===== src/rtl/backend_arb_pkg.sv =====
// Shared defaults and the requester-ID type for the backend arbiter.
package backend_arb_pkg;

  localparam int DEF_NUM_REQ         = 4;
  localparam int DEF_TAGS_WIDTH      = 48;
  localparam int DEF_CACHE_SIZE      = 512;
  localparam int DEF_MAX_OUTSTANDING = 4;

  // Requester-ID width: $clog2(n), but never narrower than one bit.
  function automatic int id_width(input int n);
    return (n > 1) ? $clog2(n) : 1;
  endfunction

  localparam int DEF_ID_W = id_width(DEF_NUM_REQ);

  typedef logic [DEF_ID_W-1:0] req_id_t;

endpackage


===== src/rtl/backend_arbiter_id_fifo.sv =====
// Small synchronous FIFO of requester IDs.
// The full and empty flags are registered, so the push side never sees a
// combinational path from the pop side.
module id_fifo #(
  parameter int WIDTH = 2,
  parameter int DEPTH = 4,
  localparam int AW = $clog2(DEPTH),
  localparam int CW = AW + 1
) (
  input  logic             clk,
  input  logic             rst,
  input  logic             push,
  input  logic [WIDTH-1:0] push_data,
  input  logic             pop,
  output logic [WIDTH-1:0] head_data,
  output logic             full,
  output logic             empty,
  output logic [CW-1:0]    count
);

  logic [WIDTH-1:0] mem_q [DEPTH];
  logic [AW-1:0]    wr_ptr_q, wr_ptr_d;
  logic [AW-1:0]    rd_ptr_q, rd_ptr_d;
  logic [CW-1:0]    count_q, count_d;
  logic             full_q, full_d;
  logic             empty_q, empty_d;
  logic             push_ok, pop_ok;

  // A push while full or a pop while empty is ignored.
  assign push_ok = push & ~full_q;
  assign pop_ok  = pop & ~empty_q;

  // Next pointers, occupancy and the flags derived from it.
  always_comb begin
    wr_ptr_d = wr_ptr_q;
    rd_ptr_d = rd_ptr_q;
    if (push_ok) wr_ptr_d = wr_ptr_q + AW'(1);
    if (pop_ok)  rd_ptr_d = rd_ptr_q + AW'(1);
    count_d = count_q + CW'(push_ok) - CW'(pop_ok);
    full_d  = (count_d == CW'(DEPTH));
    empty_d = (count_d == '0);
  end

  // Control-state register.
  always_ff @(posedge clk) begin
    if (rst) begin
      wr_ptr_q <= '0;
      rd_ptr_q <= '0;
      count_q  <= '0;
      full_q   <= 1'b0;
      empty_q  <= 1'b1;
    end else begin
      wr_ptr_q <= wr_ptr_d;
      rd_ptr_q <= rd_ptr_d;
      count_q  <= count_d;
      full_q   <= full_d;
      empty_q  <= empty_d;
    end
  end

  // Storage needs no reset because the pointers qualify every read.
  always_ff @(posedge clk) begin
    if (push_ok) mem_q[wr_ptr_q] <= push_data;
  end

  assign head_data = mem_q[rd_ptr_q];
  assign full      = full_q;
  assign empty     = empty_q;
  assign count     = count_q;

endmodule


===== src/rtl/backend_arbiter.sv =====
// Round-robin arbiter that merges the address streams of several cache-way
// requesters into one backend reader. It then routes the returned lines back
// to the requesters in the order the addresses were issued.
//
// Handshakes: a transfer happens on a cycle where tvalid and tready are both
// 1 at the rising edge. A source holds tdata and tvalid stable until that
// cycle. tvalid never depends on tready.
module backend_arbiter
  import backend_arb_pkg::*;
#(
  parameter int NUM_REQ         = DEF_NUM_REQ,
  parameter int TAGS_WIDTH      = DEF_TAGS_WIDTH,
  parameter int CACHE_SIZE      = DEF_CACHE_SIZE,
  parameter int MAX_OUTSTANDING = DEF_MAX_OUTSTANDING
) (
  input  logic                          clk,
  input  logic                          rst,
  input  logic [NUM_REQ*TAGS_WIDTH-1:0] req_addr_tdata,
  input  logic [NUM_REQ-1:0]            req_addr_tvalid,
  output logic [NUM_REQ-1:0]            req_addr_tready,
  output logic [CACHE_SIZE-1:0]         req_data_tdata,
  output logic [NUM_REQ-1:0]            req_data_tvalid,
  input  logic [NUM_REQ-1:0]            req_data_tready,
  output logic [TAGS_WIDTH-1:0]         mem_addr_tdata,
  output logic                          mem_addr_tvalid,
  input  logic                          mem_addr_tready,
  input  logic [CACHE_SIZE-1:0]         mem_data_tdata,
  input  logic                          mem_data_tvalid,
  output logic                          mem_data_tready,
  output logic [$clog2(MAX_OUTSTANDING):0] outstanding,
  output logic                          err_unexpected
);

  localparam int IDW = id_width(NUM_REQ);

  logic [IDW-1:0]        rr_ptr_q, rr_ptr_d;
  logic                  out_vld_q, out_vld_d;
  logic [TAGS_WIDTH-1:0] out_addr_q, out_addr_d;
  logic                  err_q, err_d;

  logic                  grant_vld;
  logic [IDW-1:0]        grant_idx;
  logic                  can_accept;
  logic                  accept;
  logic                  fifo_full, fifo_empty;
  logic [IDW-1:0]        fifo_head;
  logic                  data_ready;
  logic                  pop;

  // First asserted request at or after rr_ptr, wrapping around.
  always_comb begin
    int cand;
    cand      = 0;
    grant_vld = 1'b0;
    grant_idx = '0;
    for (int i = 0; i < NUM_REQ; i++) begin
      cand = (int'(rr_ptr_q) + i) % NUM_REQ;
      if (!grant_vld && req_addr_tvalid[IDW'(cand)]) begin
        grant_vld = 1'b1;
        grant_idx = IDW'(cand);
      end
    end
  end

  // The output register accepts a new address when it is empty or draining.
  // A pop in the same cycle cannot free the FIFO for a push.
  assign can_accept = ~rst & (~out_vld_q | mem_addr_tready) & ~fifo_full;
  assign accept     = grant_vld & can_accept;

  // Ready goes only to the granted requester.
  always_comb begin
    req_addr_tready = '0;
    if (accept) req_addr_tready[grant_idx] = 1'b1;
  end

  // Next state of the output register, the pointer and the error flag.
  always_comb begin
    out_vld_d  = out_vld_q;
    out_addr_d = out_addr_q;
    rr_ptr_d   = rr_ptr_q;
    err_d      = err_q | (mem_data_tvalid & fifo_empty);
    if (out_vld_q && mem_addr_tready) out_vld_d = 1'b0;
    if (accept) begin
      out_vld_d  = 1'b1;
      out_addr_d = req_addr_tdata[int'(grant_idx)*TAGS_WIDTH +: TAGS_WIDTH];
      rr_ptr_d   = IDW'((int'(grant_idx) + 1) % NUM_REQ);
    end
  end

  // Arbiter state register.
  always_ff @(posedge clk) begin
    if (rst) begin
      rr_ptr_q   <= '0;
      out_vld_q  <= 1'b0;
      out_addr_q <= '0;
      err_q      <= 1'b0;
    end else begin
      rr_ptr_q   <= rr_ptr_d;
      out_vld_q  <= out_vld_d;
      out_addr_q <= out_addr_d;
      err_q      <= err_d;
    end
  end

  id_fifo #(
    .WIDTH (IDW),
    .DEPTH (MAX_OUTSTANDING)
  ) u_id_fifo (
    .clk       (clk),
    .rst       (rst),
    .push      (accept),
    .push_data (grant_idx),
    .pop       (pop),
    .head_data (fifo_head),
    .full      (fifo_full),
    .empty     (fifo_empty),
    .count     (outstanding)
  );

  // Steer the returned line to the requester at the FIFO head. With the
  // FIFO empty, the beat is held off and nothing is delivered.
  assign data_ready      = ~rst & ~fifo_empty & req_data_tready[fifo_head];
  assign mem_data_tready = data_ready;
  assign pop             = mem_data_tvalid & data_ready;

  // The valid bit is raised only for the head requester.
  always_comb begin
    req_data_tvalid = '0;
    if (!rst && !fifo_empty) req_data_tvalid[fifo_head] = mem_data_tvalid;
  end

  assign req_data_tdata  = mem_data_tdata;
  assign mem_addr_tdata  = out_addr_q;
  assign mem_addr_tvalid = out_vld_q & ~rst;
  assign err_unexpected  = err_q;

endmodule


===== config.mk =====
export PLATFORM = sky130hd
export DESIGN_NAME = backend_arbiter
export DESIGN_NICKNAME = d
export VERILOG_FILES = /design/src/rtl/backend_arb_pkg.sv /design/src/rtl/backend_arbiter_id_fifo.sv /design/src/rtl/backend_arbiter.sv
export SDC_FILE = /design/constraint.sdc
export NUM_CORES = 1
export LEC_CHECK = 0
export CAP_MARGIN = 20
export CORE_AREA = 2 2 509 511
export CTS_CLUSTER_DIAMETER = 50
export DETAILED_ROUTE_END_ITERATION = 10
export DIE_AREA = 0 0 511 513
export PLACE_DENSITY = 0.3
export SLEW_MARGIN = 20
export SYNTH_ARGS = -nofsm -noshare
export SYNTH_HDL_FRONTEND = slang
export SYNTH_SLANG_ARGS = --single-unit
export TNS_END_PERCENT = 5

===== constraint.sdc =====
create_clock -name clk -period 3.7 [get_ports clk]
set_input_delay 0.37 -clock clk [delete_from_list [all_inputs] [get_ports clk]]
set_output_delay 0.37 -clock clk [all_outputs]
set_load 0.03 [all_outputs]

==> results.cfg <==
[clocking]
cts_root_buffer = clkbuf_16
clock_latency_ps = 420
clock-sinks = 71
numCtsBuffers = 9
htree_levels = 3
cts_tree = yes
cts.path.max_buffers = 2
holdBufCountCts = 0
clkTransAtPathRegs_ps = 60

[grt]
overflow = 0
grt_use_total_pct = 11.2
grt_antenna_before_repair = 49
grt_pass1_wl_mm = 168
grt_max_degree = 32
grt.busiest_layer = met3
grt_pass1_vias = 6172
met3_usage_pct = 20.5
gr-usage-met2_pct = 17.5
met1_usage_pct = 4.34

[yosys]
ys_types = 42
synth_commonest_cells = buf_4, dfxtp_1, nand3_1
synthCells = 958
syn_nets = 1685
ys.flop_type = dfxtp_1
postSynthAreaPerCell_um2 = 8.44
ys.warnings.count = 0
synth.top_cell.area_share_pct = 47.6
yosysTopAreaCell = buf_4
async_reset_ff_share_pct = 0
yosysMostFrequentCell = buf_4
synth_area_um2 = 8080
ys_seq_elements = 71
synth_area_leaders = buf_4, dfxtp_1, mux2_2
ys_seq_area_share_pct = 18.6
synth_edf_count = 8

[die]
fp.dieArea_um2 = 262000
core_area_um2 = 256000
start_util_pct = 3.15
die_x_um = 511
rows = 186
die_y_um = 513
io_pins = 1290

[placed_design]
place_area_um2 = 11200
port_buffers = 265
dp_hpwl_mm = 143
post-place-ws_ps = 572
gp_congestion = 0.733

[routing]
drt_iter0_markers = 434
vias_per_cell = 1.51
num_vias = 6198
drc_errors = 0
routed_wl_mm = 152
drtAntennaViolNets = 0
first_pass_iters = 5
wl_per_cell_um = 37.0

[finish]
fin_nets = 1429
area_growth_pct = 41.9
drive_gt1_share_pct = 13.7
final_area_um2 = 11500
final_core_util_pct = 4.47

[worst_setup_path]
critical_path.cell_chain = mux4_2 > mux2i_1 > nor2b_1 > a2111oi_1 > clkdlybuf4s50_1
arrival_ps = 2990
start_kind = register
cp_max_fo = 6
crit_path_end_kind = output port
cp_slowest_cell = clkdlybuf4s50_1
slowest_delay_ps = 780
worstSetupPathType = reg -> out
worstPathRequired_ps = 3330

[pwr]
p_clk_share_pct = 22.5
combPwrFrac_pct = 51.6
seq_power_share_pct = 25.9
p_int_w = 0.00247
switching_power_w = 0.00200
switching_share_pct = 44.8
p_per_area_nw_per_um2 = 390
power.leakage_nw = 2.72
ir_drop_uv = 265
power_w = 0.00447

[sta]
relSlewSlack_pct = 56.5
slew_violations = 0
worst-slew-pin-transition_ps = 652
rsz0062_at_grt = false
fin_crit_ps = 3360
worst_slack_ps = 343
hold_violations = 0
max_freq_mhz = 298
setup_viol = 0
finalClockSkew_ps = 15.8
period_share_pct = 90.7
tns_ps = 0

[status]
status = finished clean

[job]
max-cap-violations = 0

[worst_hold_path]
hp-class = reg -> reg
## state kept, by name (all words and copies together) (netlist names), named ones only
register	flops
err_unexpected	1
mem_addr_tdata	48
out_vld_q	1
rr_ptr_q	2
u_id_fifo.count	3
u_id_fifo.empty	1
u_id_fifo.full	1
u_id_fifo.mem_q	8
u_id_fifo.rd_ptr_q	2
u_id_fifo.wr_ptr_q	2
## per-layer routing
layer	vias to the layer above	wire length (um)
met5	-	449
met4	46	3730
met3	260	58700
met2	1161	67300
met1	2525	21600
li1	2206	-
## placed cells by master (no fill, tap or decap), types with 8 or more instances in the layout
master,instances
dfxtp_1,63
inv_1,11
nand3_1,49
mux2_2,47
ha_1,10
o21ai_0,48
a221o_1,48
edfxtp_1,8
clkbuf_16,9
and2_1,10
a21boi_0,42
clkdlybuf4s50_1,265
nor2_1,10
buf_4,22
## worst paths after layout
kind	to	slack, ps	cells after the start	from
max	mem_data_tready	340	5	register
max reg2reg	u_id_fifo.full$_SDFF_PP0_	870	10	register
min	register	460	1	u_id_fifo.rd_ptr_q[1]$_SDFFE_PP0P_
min reg2reg	register	460	1	u_id_fifo.rd_ptr_q[1]$_SDFFE_PP0P_
## timing repair
item	in CTS	in global routing
setup endpoints to repair	0	1
resized for setup	0	1
setup buffers	0	0
## area by class of cell
cell class                      instances  area, um2
Fill cell                           30300     245000
Clock inverter                          7       62.6
Sequential cell                        71       1500
Clock buffer                            9        225
Timing Repair Buffer                  288       2840
Inverter                               12       46.3
Tap cell                             3384       4230
Antenna cell                            5       12.5
Multi-Input combinational cell        320       2540
## through the flow
step / cells / hold WS, ps
after floorplan: 958 / 427
after global placement: 4075 / 446
after detailed placement: 4075 / 456
after CTS: 4091 / 469
after global routing: 4093 / 500
final: 4096 / 462
## cell families (layout without fill, tap and decap cells)
logic type | after synthesis | in the layout | synth area share, %
buf+inv | 567 | 316 | 50.5
compound gates | 155 | 155 | 14.4
simple gates | 94 | 94 | 6.35
flops | 71 | 71 | 18.6
mux | 56 | 56 | 7.99
fa+ha+maj | 11 | 11 | 1.80
xor+xnor | 4 | 4 | 0.434
other cells | 0 | 5 | 0
## critical path: cells and delay by family (launching register included)
| family | cells | cell delay [ps] |
|---|---|---|
| AOI/OAI and AO/OA | 1 | 500 |
| buffers and inverters | 1 | 780 |
| DFF | 1 | 380 |
| muxes | 2 | 780 |
| and+or+nand+nor | 1 | 140 |
## power groups by stage
stage / clock network (W) / logic, W / registers [W]
finish: 0.00101 / 0.00231 / 0.00116
floorplan: 0 / 0.00185 / 0.00152
global placement: 0 / 0.00240 / 0.00117
global route: 0.00110 / 0.00247 / 0.00119
CTS: 0.00109 / 0.00239 / 0.00116
detailed placement: 0 / 0.00238 / 0.00117
Note: power is estimated with default switching activity, not from simulation.
